[src/rtl/sram_arb_pkg.sv]
// Shared definitions for the SRAM arbiter: FSM state encoding, requester
// port indices and default bus widths.
// Build option: SRAM_ARB_WB_PORT_EN enables the Wishbone debug port (port 2).
package sram_arb_pkg;

  localparam int unsigned AW_DEF   = 6;
  localparam int unsigned DW_DEF   = 8;
  localparam int unsigned NREQ_DEF = 3;

  // Requester port indices
  localparam int unsigned QCPU    = 0;
  localparam int unsigned MC14500 = 1;
  localparam int unsigned WB      = 2;

  typedef enum logic [1:0] {
    IDLE   = 2'd0,
    ACCESS = 2'd1,
    RESP   = 2'd2
  } arb_state_t;

  // Width of a port index; never below one bit
  function automatic int unsigned idx_w(input int unsigned n);
    return (n <= 1) ? 1 : $clog2(n);
  endfunction

endpackage

[src/rtl/sram_arbiter_rr_pick.sv]
// Combinational round-robin selector.
// Ports:
//   req_i       - request vector, one bit per port
//   last_i      - index of the most recently granted port
//   win_idx_c_o - winning port index (first requester after last_i, wrapping)
//   win_vld_c_o - high when any request is present
module rr_pick #(
  parameter int unsigned N  = 2,
  parameter int unsigned IW = 1
) (
  input  logic [N-1:0]  req_i,
  input  logic [IW-1:0] last_i,
  output logic [IW-1:0] win_idx_c_o,
  output logic          win_vld_c_o
);

  int unsigned idx_c;

  // Scan ports last+1 .. last+N (mod N); first hit wins
  always_comb begin
    win_idx_c_o = last_i;
    win_vld_c_o = 1'b0;
    idx_c       = 0;
    for (int unsigned i = 1; i <= N; i++) begin
      idx_c = (32'(last_i) + i) % N;
      if (!win_vld_c_o && req_i[idx_c]) begin
        win_vld_c_o = 1'b1;
        win_idx_c_o = IW'(idx_c);
      end
    end
  end

endmodule

[src/rtl/sram_arbiter.sv]
// Round-robin arbiter sharing one single-port SRAM between requesters
// (port 0 qcpu, port 1 mc14500, port 2 Wishbone debug).
// Build option: SRAM_ARB_WB_PORT_EN -- when defined NREQ is a parameter
// (default 3); when undefined NREQ is fixed to 2 and port 2 does not exist.
// Ports:
//   wb_clk_i, rst_n          - clock, async active-low reset
//   req_i/we_i               - per-port request and write enable
//   addr_i/wdata_i           - per-port address/data, port k at [k*W +: W]
//   gnt_o                    - one-cycle pulse when a port's access issues
//   rvalid_o/rdata_o         - read response pulse and shared read data
//   sram_cen_n/sram_gwen_n   - SRAM chip / write enable, active-low
//   sram_addr/sram_din       - SRAM address and write data
//   sram_dout                - SRAM read data, one cycle after the read
module sram_arbiter
  import sram_arb_pkg::*;
#(
  parameter int unsigned AW = AW_DEF,
  parameter int unsigned DW = DW_DEF,
`ifdef SRAM_ARB_WB_PORT_EN
  parameter int unsigned NREQ = NREQ_DEF
`else
  localparam int unsigned NREQ = 2
`endif
) (
  input  logic               wb_clk_i,
  input  logic               rst_n,
  input  logic [NREQ-1:0]    req_i,
  input  logic [NREQ-1:0]    we_i,
  input  logic [NREQ*AW-1:0] addr_i,
  input  logic [NREQ*DW-1:0] wdata_i,
  output logic [NREQ-1:0]    gnt_o,
  output logic [NREQ-1:0]    rvalid_o,
  output logic [DW-1:0]      rdata_o,
  output logic               sram_cen_n,
  output logic               sram_gwen_n,
  output logic [AW-1:0]      sram_addr,
  output logic [DW-1:0]      sram_din,
  input  logic [DW-1:0]      sram_dout
);

  localparam int unsigned IW = idx_w(NREQ);

  arb_state_t state_q, state_d;

  logic [IW-1:0]   ptr_q, ptr_d;      // next port to get priority
  logic [IW-1:0]   win_q, win_d;
  logic            we_q, we_d;
  logic [NREQ-1:0] gnt_q, gnt_d;
  logic [NREQ-1:0] rvalid_q, rvalid_d;
  logic            cen_q, cen_d;
  logic            gwen_q, gwen_d;
  logic [AW-1:0]   addr_q, addr_d;
  logic [DW-1:0]   din_q, din_d;
  logic [DW-1:0]   rdata_q, rdata_d;

  logic [IW-1:0]   last_c;
  logic [IW-1:0]   pick_win_c;
  logic            pick_vld_c;

  // Selector searches after "last"; port before ptr acts as last grant
  assign last_c = (ptr_q == '0) ? IW'(NREQ - 1) : ptr_q - IW'(1);

  rr_pick #(
    .N  (NREQ),
    .IW (IW)
  ) u_rr_pick (
    .req_i       (req_i),
    .last_i      (last_c),
    .win_idx_c_o (pick_win_c),
    .win_vld_c_o (pick_vld_c)
  );

  // State and output registers
  always_ff @(posedge wb_clk_i or negedge rst_n) begin
    if (!rst_n) begin
      state_q  <= IDLE;
      ptr_q    <= '0;
      win_q    <= '0;
      we_q     <= 1'b0;
      gnt_q    <= '0;
      rvalid_q <= '0;
      cen_q    <= 1'b1;
      gwen_q   <= 1'b1;
      addr_q   <= '0;
      din_q    <= '0;
      rdata_q  <= '0;
    end else begin
      state_q  <= state_d;
      ptr_q    <= ptr_d;
      win_q    <= win_d;
      we_q     <= we_d;
      gnt_q    <= gnt_d;
      rvalid_q <= rvalid_d;
      cen_q    <= cen_d;
      gwen_q   <= gwen_d;
      addr_q   <= addr_d;
      din_q    <= din_d;
      rdata_q  <= rdata_d;
    end
  end

  // Next-state: arbitration in IDLE, pointer advances on the grant cycle
  always_comb begin
    state_d = state_q;
    ptr_d   = ptr_q;
    win_d   = win_q;
    we_d    = we_q;
    case (state_q)
      IDLE: begin
        if (pick_vld_c) begin
          state_d = ACCESS;
          win_d   = pick_win_c;
          we_d    = we_i[pick_win_c];
        end
      end
      ACCESS: begin
        state_d = we_q ? IDLE : RESP;
        ptr_d   = (win_q == IW'(NREQ - 1)) ? '0 : win_q + IW'(1);
      end
      RESP: begin
        state_d = IDLE;
      end
      default: begin
        state_d = IDLE;
      end
    endcase
  end

  // Output next values: loaded one edge ahead so they are live in the
  // ACCESS cycle (SRAM strobes, gnt) and in the IDLE cycle after RESP (rvalid)
  always_comb begin
    gnt_d    = '0;
    rvalid_d = '0;
    cen_d    = 1'b1;
    gwen_d   = 1'b1;
    addr_d   = addr_q;
    din_d    = din_q;
    rdata_d  = rdata_q;
    case (state_q)
      IDLE: begin
        if (pick_vld_c) begin
          gnt_d  = NREQ'(1) << pick_win_c;
          cen_d  = 1'b0;
          gwen_d = ~we_i[pick_win_c];
          addr_d = addr_i[32'(pick_win_c) * AW +: AW];
          din_d  = wdata_i[32'(pick_win_c) * DW +: DW];
        end
      end
      RESP: begin
        rdata_d  = sram_dout;
        rvalid_d = NREQ'(1) << win_q;
      end
      default: begin
      end
    endcase
  end

  assign gnt_o       = gnt_q;
  assign rvalid_o    = rvalid_q;
  assign rdata_o     = rdata_q;
  assign sram_cen_n  = cen_q;
  assign sram_gwen_n = gwen_q;
  assign sram_addr   = addr_q;
  assign sram_din    = din_q;

endmodule

[config.mk]
export PLATFORM = sky130hd
export DESIGN_NAME = sram_arbiter
export DESIGN_NICKNAME = d
export VERILOG_FILES = /design/src/rtl/sram_arb_pkg.sv /design/src/rtl/sram_arbiter_rr_pick.sv /design/src/rtl/sram_arbiter.sv
export SDC_FILE = /design/constraint.sdc
export NUM_CORES = 1
export LEC_CHECK = 0
export ABC_AREA = 1
export BUFFER_PORTS_ARGS = -buffer_cell sky130_fd_sc_hd__buf_4
export CORE_MARGIN = 5
export CORE_UTILIZATION = 41
export CTS_CLUSTER_DIAMETER = 100
export DETAILED_ROUTE_END_ITERATION = 8
export PLACE_DENSITY_LB_ADDON = 0.3
export RECOVER_POWER = 50
export SLEW_MARGIN = 20
export SYNTH_ARGS = -nofsm -noshare
export SYNTH_HDL_FRONTEND = slang
export SYNTH_SLANG_ARGS = --single-unit
[constraint.sdc]
create_clock -name wb_clk_i -period 1.1 [get_ports wb_clk_i]
set_clock_uncertainty 0.15 [all_clocks]
set_input_delay 0.22 -clock wb_clk_i [delete_from_list [all_inputs] [get_ports wb_clk_i]]
set_output_delay 0.22 -clock wb_clk_i [all_outputs]
set_load 0.02 [all_outputs]
==> run_results.csv, run 1 <==
group,metric,value,unit
status,status,"aborted with a tool error",
status,lastStage,"global routing (5_1_grt)",
status,tool.error,"[ERROR DPL-0033] detailed placement checks failed during check placement.",
global_route,grt_start_max_net_pins,34,
die,std_cell_rows,21,
timing,worstEndpointType,"output port",
synthesis,synth_fa_ha_area_share,0,%
synthesis,synth_xor_area_share,0,%
synthesis,netlist_area,0.00147,mm2
placement,dp_hpwl,2.83,mm
clock_tree,htreeDepth,2,
clock_tree,cts.sinks,33,
synthesis,synth_cell_types,18,
synthesis,syn-num-nets,194,
global_route,antenna_found_initial,1,
synthesis,synthMuxAreaShare,0,%
placement,placed_cells,273,
synthesis,synth-compound-area-share,2.47,%
placement,io_buffers,69,
timing,worst_endpoint,"sram_gwen_n",
synthesis,synth_top_family_by_area,"simple AND/OR/NAND/NOR gates",
die,initial_utilization,43.0,%
synthesis,synthSimpleGateAreaFrac,35.6,%
die,io-pin-count,70,
synthesis,ys_seq_area_share,56.3,%
synthesis,syn_area_per_cell,9.67,um2
placement,routabilityCongestion,0.799,
synthesis,yosysWarnings,0,
synthesis,syn_inst,152,
clock_tree,cts_root_buf,"clkbuf_4",
clock_tree,clock_path_buffers,2,
clock_tree,cts_made_buffers,5,
die,fp.dieH,69.9,um
synthesis,ys_seq_elements,33,
die,die_w,69.9,um
==> repair_timing <==
action,in CTS
hold buffers,37
gates cloned,2
setup endpoints to repair,59
resized for setup,98
pin swaps,18
hold endpoints to repair,57
setup buffers,21
==> synthesized netlist by cell type, drive strengths merged <==
cell type / number / area (um2)
nand3: 53 / 305
o21ai: 3 / 18.8
inv: 6 / 25.0
nor2: 8 / 53.8
buf: 6 / 57.6
nand2: 41 / 164
dfstp: 2 / 52.6
dfrtp: 31 / 776
a21oi: 2 / 17.5
==> stage by stage <==
step                setup slack (ns)  instance area (um2)
floorplan                     -0.175                 1480
global placement              -0.167                 2130
detailed placement            -0.218                 2130
CTS                           -0.259                 3160
==> kinds of logic after synthesis <==
logic type	after synthesis
simple gates	102
flops	33
compound gates	5
buf+inv	12
==> run 2: changes to the inputs <==
--- a/config.mk
+++ b/config.mk
@@ -8,10 +8,9 @@
 export ABC_AREA = 1
 export BUFFER_PORTS_ARGS = -buffer_cell sky130_fd_sc_hd__buf_4
 export CORE_MARGIN = 5
-export CORE_UTILIZATION = 41
-export CTS_CLUSTER_DIAMETER = 100
+export CORE_UTILIZATION = 40
 export DETAILED_ROUTE_END_ITERATION = 8
-export PLACE_DENSITY_LB_ADDON = 0.3
+export PLACE_DENSITY_LB_ADDON = 0.15
 export RECOVER_POWER = 50
 export SLEW_MARGIN = 20
 export SYNTH_ARGS = -nofsm -noshare
==> constraint.sdc (replaced) <==
create_clock -name wb_clk_i -period 1.43 [get_ports wb_clk_i]
set_clock_uncertainty 0.15 [all_clocks]
set_input_delay 0.286 -clock wb_clk_i [delete_from_list [all_inputs] [get_ports wb_clk_i]]
set_output_delay 0.286 -clock wb_clk_i [all_outputs]
set_load 0.02 [all_outputs]
==> run 2 against run 1 <==
  * The run now ends clean
  * Synthesized cell count unchanged
  * Synthesized area unchanged
==> run_results.csv, run 2 <==
group,metric,value,unit
status,status,"finished, final reports clean",
layout,syn_to_final_growth,46.7,%
drt,post_drt_via_cell_ratio,4.77,
clock_tree,cts_tree,"built",
layout,layout-drive-gt1-share,41.5,%
layout,diodes,0,
synthesis,syn-num-nets,194,
synthesis,ys_seq_area_share,56.3,%
timing,finalCritPeriodShare,94.9,%
min_path,hp-start,"wdata_i[10]",
pwr,ir_drop,1120,uV
worst_setup_path,r2r-start,"state_q[0]$_DFFE_PN0P_",
placement,io_buffers,69,
worst_setup_path,crit_family,"flip-flops",
worst_setup_path,crit_required,0.99,ns
worst_setup_path,path_max_fanout,1,
drt,drt_iter0_markers,73,
timing,rsz0062_at_grt,"false",
clock_tree,htreeDepth,2,
drt,vias,1344,
placement,placed_cells,268,
timing,fmax,737,MHz
timing,drv_slew,0,
worst_setup_path,critPathSlowestCell,"dfstp_2",
timing,finalCriticalPeriod,1.36,ns
die,die_area,0.00499,mm2
synthesis,synth.most_common_cell,"nand3_1",
clock_tree,post_cts_resized,0,
drt,avgRoutedWirePerCell,13.5,um
run,drv_cap,0,
clock_tree,clock_path_buffers,2,
synthesis,yosysWarnings,0,
layout,final_common_cell,"buf_4",
worst_setup_path,start_kind,"flip-flop",
timing,hold_viol_final,0,
clock_tree,cts.sinks,33,
synthesis,async_flop_share,100,%
worst_setup_path,rrSetupSlack,0.11,ns
worst_setup_path,path_class,"flip-flop to output port",
synthesis,synth_cell_types,18,
clock_tree,insertion_delay,0.28,ns
worst_setup_path,worst_path_largest_cell_delay,0.52,ns
pwr,p_leak,1.11,nW
timing,relSlewSlack,52.3,%
die,io-pin-count,70,
drt,drc,0,
die,initial_utilization,40.8,%
global_route,grt_first_pass_wirelength,6.18,mm
min_path,hp-class,"input port to flip-flop",
worst_setup_path,worst_setup_path_end_kind,"output port",
worst_setup_path,r2r_end,"sram_din[3]$_DFFE_PN0P_",
global_route,first_global_vias,1351,
synthesis,syn_area_per_cell,9.67,um2
synthesis,ys_seq_elements,33,
global_route,grt_usage,15.6,%
timing,worst_slack,0.0732,ns
drt,drtAntennaViolNets,0,
die,die_w,70.6,um
drt,firstDrtPassIters,4,
placement,dp_hpwl,2.73,mm
layout,layout.cells.non_filler,282,
worst_setup_path,arrival,0.92,ns
clock_tree,clk_pin_slew,0.07,ns
clock_tree,cts_made_buffers,5,
worst_setup_path,r2r_cells,6,
die,fp.dieH,70.6,um
min_path,hold-path-cell-count,3,
synthesis,synthFlopType,"dfrtp_1",
synthesis,synth_top_area_share,52.8,%
layout,nNetsFinal,275,
synthesis,netlist_area,0.00147,mm2
synthesis,synthTopCellsByArea,"dfrtp_1 (53%), nand3_1 (15%), nand2_1 (10%)",
synthesis,syn_inst,152,
worst_setup_path,worstPathBufferInverterCount,1,
placement,routabilityCongestion,0.713,
global_route,grt-ovfl-total,0,
placement,pre_cts_slack,0.0677,ns
die,std_cell_rows,22,
drt,finalWirelength,3.81,mm
synthesis,synth_edf_count,0,
min_path,holdPathEnd,"sram_din[2]$_DFFE_PN0P_",
global_route,antenna_found_initial,0,
timing,setup_tns,0,ns
layout,nFillCells,333,
global_route,grt_start_max_net_pins,34,
synthesis,synth_common_cells,"nand3_1 (45), nand2_1 (39), dfrtp_1 (31)",
timing,tightest_slew,0.716,ns
layout,mostFrequentLayoutCells,"buf_4 (69), nand3_1 (45), nand2_1 (39)",
synthesis,yosysTopAreaCell,"dfrtp_1",
pwr,powerDensity,2310,mW/mm2
worst_setup_path,path_cells,"buf_4",
timing,setup_violations,0,
clock_tree,cts_root_buf,"clkbuf_8",
die,core_area,0.00361,mm2
run 2: cell counts after synthesis:
No cell type changed its count.
run 2: worst max path at each step:
stage | from | to | slack (ns) | cells after the start
2_1_floorplan | state_q[1]$_DFFE_PN0P_ | sram_addr[0]$_DFFE_PN0P_ | 0.15 | 6
3_3_place_gp | state_q[0]$_DFFE_PN0P_ | sram_addr[4]$_DFFE_PN0P_ | 0.11 | 5
3_5_place_dp | state_q[0]$_DFFE_PN0P_ | sram_addr[3]$_DFFE_PN0P_ | 0.07 | 5
4_1_cts | state_q[0]$_DFFE_PN0P_ | sram_addr[4]$_DFFE_PN0P_ | 0.05 | 5
5_1_grt | rst_n | rdata_o[3]$_DFFE_PN0N_ | 0.02 | 2
6_report | sram_cen_n$_DFF_PN1_ | sram_cen_n | 0.07 | 1
run 2: cells by family (layout without fill, tap and decap cells):
group | after synthesis | count (layout) | synth area share, %
DFF | 33 | 33 | 56.3
buffers and inverters | 12 | 94 | 5.62
and+or+nand+nor | 102 | 102 | 35.6
AOI/OAI and AO/OA | 5 | 5 | 2.47
run 2: report_power, final:
part	switching (W)	internal (W)	total [W]
Combinational	0.00152	0.00104	0.00256
Sequential	0.000264	0.00139	0.00166
Clock	0.000326	0.000435	0.000760
Total	0.00211	0.00287	0.00498
run 2: what timing repair did:
item,4_1_cts,5_1_grt
endpoints found under the hold margin,31,0
buffers inserted,0,5
endpoints found under the setup margin,0,6
hold buffers,1,0
run 2: area by class of cell:
cell class	count	area, um2	area share (%)
clock buffer	7	96.3	4.47
tap	48	60.1	2.78
multi-input combinational	107	559	25.9
inverter	6	25.0	1.16
clock inverter	1	5.00	0.232
sequential	33	828	38.4
timing repair buffer	80	583	27.0
run 2: worst min-delay path: stages:
cell and delay [ns]:
buf_4 0.08, nand3_1 0.06, nand3_1 0.06
run 2: per-layer routing:
| layer | wire (um) | share of wire (%) | GRT usage [%] | vias to the layer above |
|---|---|---|---|---|
| met4 | 36 | 0.94 | 5.64 | 0 |
| met5 | 0 | 0 | 0 | - |
| met1 | 1520 | 40 | 18.2 | 613 |
| li1 | - | - | - | 667 |
| met3 | 311 | 8.2 | 5.68 | 4 |
| met2 | 1950 | 51 | 26.3 | 60 |
run 2: per-stage QoR:
stage          hold WS [ns]  util (%)  power [W]  cell area [um2]
3_3_place_gp         0.0939      56.6    0.00414             2040
3_5_place_dp          0.102      56.6    0.00421             2040
2_1_floorplan        -0.160         -    0.00323             1470
6_report             0.0844      59.8    0.00498             2160
5_1_grt              0.0808      59.8    0.00535             2160
4_1_cts              0.0780      59.7    0.00499             2150
Power figures use the tool's default switching activity.
==> run 3: changes to the inputs <==
--- a/config.mk
+++ b/config.mk
@@ -7,9 +7,9 @@
 export LEC_CHECK = 0
 export ABC_AREA = 1
 export BUFFER_PORTS_ARGS = -buffer_cell sky130_fd_sc_hd__buf_4
-export CORE_MARGIN = 5
-export CORE_UTILIZATION = 40
+export CORE_AREA = 5 5 66 68
 export DETAILED_ROUTE_END_ITERATION = 8
+export DIE_AREA = 0 0 71 73
 export PLACE_DENSITY_LB_ADDON = 0.15
 export RECOVER_POWER = 50
 export SLEW_MARGIN = 20
==> run 3 against run 2 <==
  * Wire length rose by 0.45%
  * Total power up 2.7%
  * Combinational power hardly changed
  * First-iteration DRC count decreased by 23%
  * Critical path depth stayed put
  * Critical path type unchanged
  * Largest cell class unchanged
==> run_results.csv, run 3 (same netlist as run 2, synthesis figures left out) <==
group,metric,value,unit
layout,nFillCells,387,
drt,firstDrtPassIters,4,
die,core_area,0.00380,mm2
run,drv_cap,0,
status,status,"finished, final reports clean",
layout,nNetsFinal,273,
worst_setup_path,start_kind,"flip-flop",
clock_tree,cts_made_buffers,5,
layout,ff_latch_area,828,um2
timing,finalCriticalPeriod,1.36,ns
drt,finalWirelength,3.83,mm
layout,final_common_cell,"buf_4",
timing,setup_tns,0,ns
worst_setup_path,r2r_cells,5,
worst_setup_path,crit_family,"flip-flops",
die,die_area,0.00518,mm2
drt,vias,1365,
pwr,ir_drop,1030,uV
die,initial_utilization,38.7,%
clock_tree,insertion_delay,0.27,ns
worst_setup_path,path_max_fanout,1,
timing,tightest_slew,0.414,ns
layout,final_core_util,57.5,%
drt,post_drt_via_cell_ratio,4.84,
layout,layout-drive-gt1-share,40.1,%
min_path,holdPathEnd,"sram_din[6]$_DFFE_PN0P_",
min_path,hp-class,"input port to flip-flop",
drt,drc,0,
worst_setup_path,path_cells,"buf_4",
timing,worst_slack,0.0716,ns
clock_tree,cts.sinks,33,
drt,drt_iter0_markers,56,
global_route,grt_first_pass_wirelength,6.36,mm
pwr,p_leak,1.11,nW
clock_tree,cts_root_buf,"clkbuf_8",
clock_tree,post_cts_resized,0,
timing,finalCritPeriodShare,95.0,%
clock_tree,cts_tree,"built",
die,io-pin-count,70,
global_route,grt_start_max_net_pins,34,
placement,dp_hpwl,2.78,mm
timing,relSlewSlack,72.4,%
layout,syn_to_final_growth,48.5,%
layout,multi_input_area,556,um2
worst_setup_path,rrSetupSlack,0.10,ns
placement,pre_cts_slack,0.0673,ns
timing,setup_violations,0,
layout,diodes,0,
worst_setup_path,worst_path_largest_cell_delay,0.53,ns
global_route,grt_usage,15.5,%
worst_setup_path,path_class,"flip-flop to output port",
clock_tree,clock_path_buffers,2,
clock_tree,htreeDepth,2,
pwr,powerDensity,2340,mW/mm2
worst_setup_path,r2r_end,"sram_gwen_n$_DFF_PN1_",
clock_tree,clk_pin_slew,0.07,ns
global_route,antenna_found_initial,0,
layout,mostFrequentLayoutCells,"buf_4 (66), nand3_1 (45), nand2_1 (39)",
global_route,first_global_vias,1390,
global_route,grt-ovfl-total,0,
worst_setup_path,worstPathBufferInverterCount,1,
placement,io_buffers,69,
die,std_cell_rows,23,
drt,avgRoutedWirePerCell,13.6,um
timing,whs,0.0968,ns
worst_setup_path,arrival,0.92,ns
min_path,hold-path-cell-count,3,
pwr,power,0.00512,W
worst_setup_path,critPathSlowestCell,"dfstp_2",
die,die_w,71,um
drt,drtAntennaViolNets,0,
worst_setup_path,worst_setup_path_end_kind,"output port",
die,fp.dieH,73,um
worst_setup_path,worstSetupPathDepth,1,
timing,rsz0062_at_grt,"false",
timing,drv_slew,0,
placement,routabilityCongestion,0.724,
worst_setup_path,r2r-start,"ptr_q$_DFFE_PN0N_",
timing,fmax,736,MHz
timing,hold_viol_final,0,
worst_setup_path,crit_required,0.99,ns
min_path,hp-start,"wdata_i[14]",
-- run 3: area by class of cell --
type	instances	area share (%)
clock buffers	7	3.95
repair buffers	78	27.3
flip-flops and latches	33	37.9
well taps	50	2.87
inverters	6	1.15
multi-input cells	107	25.4
clock inverters	1	1.38
-- run 3: worst max path at each step --
stage                           start                  endpoint  slack (ns)
2_1_floorplan  state_q[1]$_DFFE_PN0P_  sram_addr[0]$_DFFE_PN0P_        0.15
3_3_place_gp   state_q[0]$_DFFE_PN0P_   sram_din[1]$_DFFE_PN0P_        0.11
3_5_place_dp   state_q[0]$_DFFE_PN0P_   sram_din[2]$_DFFE_PN0P_        0.07
4_1_cts        state_q[0]$_DFFE_PN0P_   sram_din[1]$_DFFE_PN0P_        0.05
5_1_grt        state_q[0]$_DFFE_PN0P_  sram_addr[0]$_DFFE_PN0P_       0.009
6_report        sram_gwen_n$_DFF_PN1_               sram_gwen_n        0.07
-- run 3: report_power, final --
| group | total [W] | leakage (nW) | switching (W) | internal, W |
|---|---|---|---|---|
| clock network | 0.000874 | 0.0585 | 0.000307 | 0.000568 |
| logic | 0.00258 | 0.644 | 0.00152 | 0.00106 |
| registers | 0.00166 | 0.407 | 0.000267 | 0.00140 |
| total | 0.00512 | 1.11 | 0.00210 | 0.00302 |
-- run 3: repair_timing --
item | 4_1_cts | 5_1_grt
buffers inserted | 0 | 3
endpoints found under the hold margin | 31 | 0
hold buffers | 1 | 0
setup endpoints to repair | 0 | 15
-- run 3: per-stage QoR --
stage                     area (um2)  cells
after CTS                       2170    279
after global routing            2180    282
final                           2180    282
after floorplan                 1470    152
after detailed placement        2040    270
after global placement          2040    270
-- run 3: per-layer routing --
metal  GRT usage, %  up-vias  share of wire [%]  routed length (um)
met5              0        -                  0                   0
li1               -      659                  -                   -
met4           5.22        0                1.2                  47
met3           4.68        4                7.5                 288
met2           27.1       55                 52                1970
met1           18.2      647                 40                1520
==> run 4: changes to the inputs <==
--- a/config.mk
+++ b/config.mk
@@ -12,6 +12,7 @@
 export DIE_AREA = 0 0 71 73
 export PLACE_DENSITY_LB_ADDON = 0.15
 export RECOVER_POWER = 50
+export REMOVE_ABC_BUFFERS = 1
 export SLEW_MARGIN = 20
 export SYNTH_ARGS = -nofsm -noshare
 export SYNTH_HDL_FRONTEND = slang
==> run 4 against run 3 <==
  * Core utilization down 1.2 points
  * Clock-buffer cell count down 2
  * Critical path depth unchanged
  * Maximum frequency about the same
  * Die area unchanged
  * Clock power down 1%
  * Non-clock buffer count down 4
  * Flip-flop and latch count unchanged
==> run_results.csv, run 4 (same netlist as run 2, synthesis figures left out) <==
group,metric,value,unit
status,status,"finished, final reports clean",
worst_setup_path,path_max_fanout,1,
clock_tree,insertion_delay,0.28,ns
clock_tree,cts_tree,"built",
timing,fmax,736,MHz
die,std_cell_rows,23,
drt,drtAntennaViolNets,0,
worst_setup_path,crit_family,"flip-flops",
drt,vias,1381,
min_path,hold-path-cell-count,3,
die,core_area,0.00380,mm2
worst_setup_path,arrival,0.92,ns
drt,post_drt_via_cell_ratio,4.95,
global_route,grt_first_pass_wirelength,6.23,mm
layout,mostFrequentLayoutCells,"buf_4 (66), nand3_1 (45), nand2_1 (39)",
clock_tree,htreeDepth,2,
die,initial_utilization,38.7,%
worst_setup_path,worst_setup_path_end_kind,"output port",
placement,placed_cells,269,
drt,avgRoutedWirePerCell,14.0,um
worst_setup_path,worst_path_largest_cell_delay,0.52,ns
drt,finalWirelength,3.91,mm
placement,pre_cts_slack,0.0511,ns
pwr,p_leak,1.09,nW
drt,drt_iter0_markers,58,
global_route,first_global_vias,1365,
layout,nFillCells,377,
worst_setup_path,r2r_cells,5,
global_route,antenna_found_initial,0,
timing,worst_slack,0.0714,ns
clock_tree,clock_path_buffers,2,
timing,finalCritPeriodShare,95.0,%
global_route,grt_usage,15.5,%
die,die_area,0.00518,mm2
clock_tree,cts_root_buf,"clkbuf_8",
layout,final_common_cell,"buf_4",
timing,tightest_slew,0.586,ns
layout,layout.cells.non_filler,279,
timing,finalCriticalPeriod,1.36,ns
pwr,ir_drop,1090,uV
layout,diodes,0,
drt,firstDrtPassIters,4,
timing,rsz0062_at_grt,"false",
timing,hold_viol_final,0,
worst_setup_path,path_cells,"buf_4",
timing,drv_slew,0,
min_path,hp-class,"input port to flip-flop",
die,die_w,71,um
run,drv_cap,0,
placement,io_buffers,69,
placement,routabilityCongestion,0.785,
worst_setup_path,worstPathBufferInverterCount,1,
timing,whs,0.0817,ns
die,fp.dieH,73,um
worst_setup_path,path_class,"flip-flop to output port",
worst_setup_path,worstSetupPathDepth,1,
global_route,grt_start_max_net_pins,34,
drt,drc,0,
timing,relSlewSlack,60.8,%
pwr,powerDensity,2330,mW/mm2
worst_setup_path,start_kind,"flip-flop",
placement,dp_hpwl,2.78,mm
layout,layout-drive-gt1-share,41.9,%
clock_tree,cts.sinks,33,
clock_tree,clk_pin_slew,0.08,ns
timing,setup_violations,0,
layout,syn_to_final_growth,45.5,%
worst_setup_path,critPathSlowestCell,"dfstp_2",
clock_tree,cts_made_buffers,5,
layout,final_core_util,56.3,%
layout,nNetsFinal,270,
global_route,grt-ovfl-total,0,
worst_setup_path,crit_required,0.99,ns
die,io-pin-count,70,
[run 4: changes by cell type in the layout (fill, tap and decap cells not counted), sizes merged]
cell	change
clkinv	+1
buf	-3
nor2	+1
clkbuf	-3
clkinvlp	+1
[run 4: worst paths after layout]
check,startpoint,endpoint,slack (ns)
setup / recovery,sram_gwen_n$_DFF_PN1_,sram_gwen_n,0.07
hold / removal,wdata_i[13],sram_din[5]$_DFFE_PN0P_,0.08
setup reg to reg,state_q[0]$_DFFE_PN0P_,sram_din[6]$_DFFE_PN0P_,0.08
hold reg to reg,we_q$_DFFE_PN0P_,state_q[1]$_DFFE_PN0P_,0.30
max in group asynchronous,rst_n,sram_cen_n$_DFF_PN1_,0.46
min in group asynchronous,rst_n,state_q[1]$_DFFE_PN0P_,0.33
[run 4: layout make-up]
type	instances	area, um2	area share, %
clock inverter	3	46.3	2.16
sequential	33	830	38.8
clock buffer	5	68.8	3.22
inverter	6	25.0	1.17
timing repair buffer	74	537	25.1
multi-input combinational	108	571	26.7
tap	50	62.6	2.92
[run 4: repair_timing]
action | in CTS | in global routing
hold buffers | 1 | 0
gates resized for setup | 0 | 1
endpoints found under the hold margin | 31 | 0
setup endpoints to repair | 0 | 7
buffers inserted | 0 | 0
[run 4: report_power, final]
part	internal [W]	total (W)	switching, W	leakage (nW)
Combinational	0.000918	0.00245	0.00153	0.627
Clock	0.000521	0.000864	0.000343	0.0543
Sequential	0.00140	0.00167	0.000273	0.406
Total	0.00284	0.00499	0.00215	1.09
[run 4: worst register-to-register path, cell delays in order (launching register included)]
cell     delay (ns)
dfrtp_2        0.45
inv_4          0.11
nand2_2        0.13
nor2_4         0.27
nand3_2        0.10
nand3_1        0.08
[run 4: metal layers]
| metal | wire length [um] | global-route usage [%] |
|---|---|---|
| met1 | 1530 | 17.4 |
| met2 | 1970 | 26.7 |
| met3 | 376 | 4.96 |
| met5 | 0 | 0 |
| met4 | 34 | 7.52 |
[run 4: stage by stage]
step	TNS [ns]	cell area, um2	total power [W]
5_1_grt	0	2140	0.00535
6_report	0	2140	0.00499
2_1_floorplan	-0.0206	1410	0.00308
3_5_place_dp	0	2040	0.00421
4_1_cts	0	2160	0.00510
3_3_place_gp	0	2040	0.00413
